## src/rtl/tx_rx_pkg.sv

```systemverilog
// Definitions shared by the pattern transmitter and the downstream pattern receiver.
package tx_rx_pkg;
   typedef enum logic [1:0] {IDLE = 2'd0, SHIFT = 2'd1, GAP = 2'd2, DONE = 2'd3} state_t;

   localparam int         DEF_WIDTH   = 9;
   localparam logic [8:0] DEF_PATTERN = 9'b010101010;
   localparam int         FCNT_W      = 8;
endpackage

```

## src/rtl/pattern_shifter.sv

```systemverilog
// Loadable LSB-first right-shift register with a bit counter flagging the last bit of a frame.
module pattern_shifter #(
   parameter int LEN = 9
) (
   input  logic           clk,
   input  logic           rst_n,
   input  logic           load,
   input  logic           shift,
   input  logic [LEN-1:0] value,
   output logic           bit0,
   output logic           last_bit
);
   localparam int CW = $clog2(LEN + 1);

   logic [LEN-1:0] sreg;
   logic [CW-1:0]  cnt;

   always_ff @(posedge clk or negedge rst_n) begin
      if (!rst_n) begin
         sreg <= '0;
         cnt  <= '0;
      end else if (load) begin
         sreg <= value;
         cnt  <= '0;
      end else if (shift) begin
         sreg <= {1'b0, sreg[LEN-1:1]};
         cnt  <= cnt + CW'(1);
      end
   end

   assign bit0     = sreg[0];
   assign last_bit = (cnt == CW'(LEN - 1));
endmodule

```

## src/rtl/pattern_transmitter.sv

```systemverilog
// Repeating serial pattern transmitter with inter-frame gap and abort.
// Optional: define PATTERN_TX_PARITY_EN to append an even-parity bit to every frame.
module pattern_transmitter
   import tx_rx_pkg::*;
#(
   parameter int               WIDTH      = DEF_WIDTH,
   parameter logic [WIDTH-1:0] PATTERN    = DEF_PATTERN,
   parameter int               GAP_CYCLES = 0
) (
   input  logic              i_clk,
   input  logic              i_rst_n,
   input  logic              i_start,
   input  logic [FCNT_W-1:0] i_repeat,
   input  logic              i_abort,
   output logic              o_serial,
   output logic              o_busy,
   output logic              o_done,
   output logic [FCNT_W-1:0] o_frame_cnt
);
`ifdef PATTERN_TX_PARITY_EN
   localparam int FLEN = WIDTH + 1;
   logic [FLEN-1:0] frame;
   assign frame = {^PATTERN, PATTERN};
`else
   localparam int FLEN = WIDTH;
   logic [FLEN-1:0] frame;
   assign frame = PATTERN;
`endif

   state_t            state, nstate;
   logic [FCNT_W-1:0] rem;
   logic [7:0]        gap_cnt;
   logic              load, shift, bit0, last_bit, more, gap_end;
   logic              serial_d, busy_d, done_d;

   assign more    = (rem > FCNT_W'(1));
   assign gap_end = (gap_cnt == 8'(GAP_CYCLES - 1));

   pattern_shifter #(.LEN(FLEN)) u_shifter (
      .clk      (i_clk),
      .rst_n    (i_rst_n),
      .load     (load),
      .shift    (shift),
      .value    (frame),
      .bit0     (bit0),
      .last_bit (last_bit)
   );

   always_ff @(posedge i_clk or negedge i_rst_n) begin
      if (!i_rst_n) state <= IDLE;
      else          state <= nstate;
   end

   always_comb begin
      nstate = state;
      case (state)
         IDLE:  if (i_start) nstate = SHIFT;
         SHIFT: if (last_bit) nstate = !more ? DONE : ((GAP_CYCLES == 0) ? SHIFT : GAP);
         GAP:   if (gap_end) nstate = SHIFT;
         DONE:  nstate = IDLE;
      endcase
      if (i_abort) nstate = IDLE;
   end

   // Next values of the registered outputs plus shifter control; abort squashes everything.
   always_comb begin
      load     = 1'b0;
      shift    = 1'b0;
      serial_d = 1'b0;
      busy_d   = 1'b0;
      done_d   = 1'b0;
      case (state)
         IDLE:  load = i_start;
         SHIFT: begin
            shift    = 1'b1;
            serial_d = bit0;
            busy_d   = 1'b1;
            load     = last_bit && more && (GAP_CYCLES == 0);
         end
         GAP: begin
            busy_d = 1'b1;
            load   = gap_end;
         end
         DONE:  done_d = 1'b1;
      endcase
      if (i_abort) begin
         load     = 1'b0;
         shift    = 1'b0;
         serial_d = 1'b0;
         busy_d   = 1'b0;
         done_d   = 1'b0;
      end
   end

   always_ff @(posedge i_clk or negedge i_rst_n) begin
      if (!i_rst_n) begin
         o_serial    <= 1'b0;
         o_busy      <= 1'b0;
         o_done      <= 1'b0;
         o_frame_cnt <= '0;
         rem         <= '0;
         gap_cnt     <= '0;
      end else begin
         o_serial <= serial_d;
         o_busy   <= busy_d;
         o_done   <= done_d;
         if (state == IDLE && i_start && !i_abort) begin
            o_frame_cnt <= '0;
            rem         <= (i_repeat == '0) ? FCNT_W'(1) : i_repeat;
         end else if (state == SHIFT && last_bit && !i_abort) begin
            if (o_frame_cnt != '1) o_frame_cnt <= o_frame_cnt + FCNT_W'(1);
            rem <= rem - FCNT_W'(1);
         end
         gap_cnt <= (state == GAP) ? gap_cnt + 8'd1 : 8'd0;
      end
   end
endmodule

```

## config.mk

```make
export PLATFORM = sky130hd
export DESIGN_NAME = pattern_transmitter
export DESIGN_NICKNAME = d
export VERILOG_FILES = /design/src/rtl/tx_rx_pkg.sv /design/src/rtl/pattern_shifter.sv /design/src/rtl/pattern_transmitter.sv
export SDC_FILE = /design/constraint.sdc
export NUM_CORES = 1
export LEC_CHECK = 0
export ABC_CLOCK_PERIOD_IN_PS = 1860
export BUFFER_PORTS_ARGS = -buffer_cell sky130_fd_sc_hd__buf_2
export CORE_MARGIN = 2
export CORE_UTILIZATION = 50
export DETAILED_ROUTE_END_ITERATION = 10
export PLACE_DENSITY_LB_ADDON = 0.2
export SYNTH_ARGS = -nofsm -noshare
export SYNTH_HDL_FRONTEND = slang
export SYNTH_SLANG_ARGS = --single-unit
export TNS_END_PERCENT = 20
```

## constraint.sdc

```tcl
create_clock -name i_clk -period 1.86 [get_ports i_clk]
set_clock_uncertainty 0.1 [all_clocks]
set_input_delay 0.093 -clock i_clk [delete_from_list [all_inputs] [get_ports i_clk]]
set_output_delay 0.093 -clock i_clk [all_outputs]
set_load 0.01 [all_outputs]
```

==> Implementation_results.wiki <==
{| class="wikitable"
! Metric !! Value
|-
| Status || finished, violations left
|-
| Failing checks || setup timing
|-
| Cells taking the most area after synthesis || sky130_fd_sc_hd__dfrtp_1, sky130_fd_sc_hd__nand2_1, sky130_fd_sc_hd__ha_1
|-
| Final non-filler cell area || 2800 um^2
|-
| Area of the die || 4940 um^2
|-
| Leakage component of the power || 1.28 nW
|-
| Standard cell area after detailed placement || about 2500 um^2
|-
| Total internal power || 1.80 mW
|-
| Sw Pwr || 0.770 mW
|-
| CTS sink cnt || 41
|-
| Mapped Cells || 226
|-
| Total congestion overflow after global routing || 0
|-
| Post-detailed-routing wire length || 4.76 mm
|-
| Max Root-Sink Buffers || 2
|-
| Count of max-cap constraint violations || 0
|-
| Combined global-route utilization of all metal layers || between 20% and 30%
|-
| Fraction of the yosys area taken by sequential cells || 46.7%
|-
| Total clock buffers created by CTS || 5
|-
| Cell type contributing the most total cell area after synthesis || sky130_fd_sc_hd__dfrtp_1
|-
| Logic pwr share || 28.5%
|-
| Wire length of the first global-routing pass || 7.83 mm
|-
| Fraction of registers with async set/reset || 100%
|-
| Kind of end point of the critical path || flop
|-
| Leading register cell type out of synthesis || sky130_fd_sc_hd__dfrtp_1
|-
| Detailed-route wire length per cell || about 14 um
|-
| Fin crit period || 1.92 ns
|-
| Nets@finish || 303
|-
| Portion of total power attributed to the clock network || 26.8%
|-
| FMAX || 520 MHz
|-
| Maximum number of pins on one net before global-route repair || 42
|-
| Final hold viol count || 0
|-
| Reg-to-reg critical path startpoint || rem[6]
|-
| Row count || 24
|-
| Final-report setup violation count || 4
|-
| Worst-path cell chain || or4_4, o311ai_4, a311oi_2, buf_4, nand3b_1
|-
| Number of ports placed on the die boundary || 23
|-
| Post-DP HPWL || 3.32 mm
|-
| Worst hold path type || input port to flop
|-
| Relative slew slack || 66.4%
|-
| Worst skew pair latency || ~0.29 ns
|-
| GP Congestion || 0.934
|-
| Antenna cells || 0
|-
| Total DRC errors in the routed layout || 0
|-
| Peak supply drop || 526 uV
|-
| Area of the placeable core || 4290 um^2
|-
| Number of buffers and inverters on the critical path || 1
|-
| Mean instance size in the synthesized netlist || 9.72 um^2
|-
| Post-synth cell types || 48
|-
| Area growth, synth to finish || 27.5%
|-
| Flop pwr share || 44.7%
|-
| Commonest cells in the synthesized netlist || sky130_fd_sc_hd__dfrtp_1, sky130_fd_sc_hd__nand2_1, sky130_fd_sc_hd__a21oi_1, sky130_fd_sc_hd__ha_1, sky130_fd_sc_hd__nand3_1
|-
| Critical path startpoint category || flop
|-
| Clk root buf || sky130_fd_sc_hd__clkbuf_8
|-
| Initial antenna violation count || 0
|-
| Top-count cell post-synth || sky130_fd_sc_hd__dfrtp_1
|-
| Max-slew violation total from the final report || 0
|-
| Starting DRC count in detailed routing || 92
|-
| Clock input transition at the sequential cells of the worst setup and hold paths || 0.08 ns
|-
| Via count || 1840
|-
| First-pass DRT Iterations || 5
|-
| Port Buffer Count || 22
|-
| Count of flip-flops with a built-in enable after synthesis || 0
|-
| Worst Setup Slack, final || -0.0642 ns
|-
| Post-synth net total || roughly 250
|-
| CTS tree || done
|-
| Data required time of the worst path || 1.93 ns
|-
| Worst setup path category || flop to flop
|-
| Highest net fanout along the worst path || 6
|-
| Vias in the first global route || 1728
|-
| Transition time at the pin with the least slew margin || 0.504 ns
|-
| Largest incremental delay on the critical path || roughly 0.55 ns
|-
| Cell class contributing the biggest share of worst-path delay || simple AND/OR/NAND/NOR gates
|-
| Mapped Area || 2200 um^2
|-
| Post-synthesis register bit count || slightly above 40
|-
| Setup_tns || -0.192 ns
|-
| Die boundary height || 70.3 um
|-
| Fin crit share || 103%
|-
| Slowest library cell on the worst path || sky130_fd_sc_hd__or4_4
|-
| Detail-routed via count per cell || 5.53
|-
| Power density over the cells || 919 nW/um^2
|-
| Beginning of the critical path || rem[6]
|-
| Arr. time, crit path || 2.00 ns
|-
| Post-route antenna net violation count || 0
|-
| Sw frac || 29.9%
|-
| Critical hold path startpoint || i_repeat[7]
|-
| Count of H-tree levels built during CTS || 2
|-
| Share of final-layout standard cells stronger than drive strength 1 || 27.0%
|-
| Initial core utilization || 51.1%
|-
| Fraction of synthesized cell area taken by the top area cell type || 46.7%
|-
| Die span in x || 70.3 um
|-
| Number of warnings reported in the yosys synthesis log || 0
|-
| Setup repair after global routing missed its margin || true
|}
cell type report:
type / instances / area, um^2
clock buffers: 5 / 68.8
fillers: 348 / 1490
multi-input cells: 168 / 1180
repair buffers: 56 / 387
flip-flops and latches: 41 / 1030
clock inverters: 2 / 35.0
inverters: 9 / 33.8
well taps: 52 / 65.1
metrics by stage:
step	hold slack [ns]	util, %	cells	power [mW]	worst slack (ns)
floorplan	-0.303	-	226	1.53	-0.0116
global placement	0.0883	58.4	315	1.79	0.0158
detailed placement	0.0879	58.4	315	1.80	-0.0610
CTS	0.0818	63.3	331	2.53	-0.0638
global route	0.129	65.2	333	2.74	-0.119
finish	0.0914	65.2	333	2.57	-0.0642
power groups by stage:
| stage | combinational (mW) | sequential [mW] | clock (mW) |
|---|---|---|---|
| finish | 0.734 | 1.15 | 0.688 |
| global route | 0.819 | 1.17 | 0.750 |
| CTS | 0.678 | 1.14 | 0.711 |
| detailed placement | 0.644 | 1.16 | 0 |
| global placement | 0.633 | 1.15 | 0 |
| floorplan | 0.374 | 1.15 | 0 |
cells in the final DEF (no fill, tap or decap), types with 4 or more instances in the layout:
cell type,n
sky130_fd_sc_hd__nor3_1,6
sky130_fd_sc_hd__nand4_1,7
sky130_fd_sc_hd__nor2_1,9
sky130_fd_sc_hd__inv_1,6
sky130_fd_sc_hd__buf_4,24
sky130_fd_sc_hd__nor2b_1,5
sky130_fd_sc_hd__xnor2_1,5
sky130_fd_sc_hd__clkbuf_8,5
sky130_fd_sc_hd__a21oi_1,10
sky130_fd_sc_hd__xor2_1,4
sky130_fd_sc_hd__nand2_1,32
sky130_fd_sc_hd__ha_1,7
sky130_fd_sc_hd__nand2b_1,4
sky130_fd_sc_hd__o21ai_0,6
sky130_fd_sc_hd__and2_1,9
sky130_fd_sc_hd__nand3_1,8
sky130_fd_sc_hd__dfrtp_1,41
sky130_fd_sc_hd__buf_2,23
sky130_fd_sc_hd__dlygate4sd3_1,8
sequential cells by signal, summed over array words and instances (netlist names):
register	flops
gap_cnt	8
o_frame_cnt	8
rem	8
u_shifter.sreg	8
u_shifter.cnt	4
state	2
o_busy	1
o_done	1
o_serial	1
metal layers:
layer / GRT usage, % / up-vias / wire [um]
met2: 31.4 / 44 / 2250
met4: 10.0 / 0 / 74
met3: 5.05 / 6 / 223
li1: - / 913 / -
met1: 27.0 / 877 / 2210
met5: 0 / - / 0
timing repair:
item | in CTS | in global routing
resized for setup | 5 | 16
pin swaps | 3 | 2
setup endpoints to repair | 9 | 24
setup buffers | 0 | 2
hold endpoints to repair | 48 | 0
hold buffers | 8 | 0
cloned | 1 | 0
kinds of logic (layout without fill, tap and decap cells):
logic type | count (synthesis) | after routing | synth area share, %
simple gates | 109 | 109 | 27.5
fa+ha+maj | 10 | 10 | 5.70
xor+xnor | 9 | 9 | 3.59
mux | 3 | 3 | 1.48
flops | 41 | 41 | 46.7
buf+inv | 17 | 72 | 3.30
compound gates | 37 | 37 | 11.7
worst reg2reg max path: stages (launching register included):
cell and delay (ns):
sky130_fd_sc_hd__dfrtp_1 0.40, sky130_fd_sc_hd__or4_4 0.55, sky130_fd_sc_hd__o311ai_4 0.24, sky130_fd_sc_hd__a311oi_2 0.17, sky130_fd_sc_hd__buf_4 0.19, sky130_fd_sc_hd__nand3b_1 0.16
final timing paths:
check	end	slack (ns)	depth (start not counted)
min reg2reg	gap_cnt[0]	0.37	1
max in group asynchronous	o_done	1.02	3
min in group asynchronous	rem[0]	0.29	3
max reg2reg	u_shifter.sreg[3]	-0.06	5
max	u_shifter.sreg[3]	-0.06	5
min	rem[7]	0.09	4
Power figures use the tool's default switching activity.
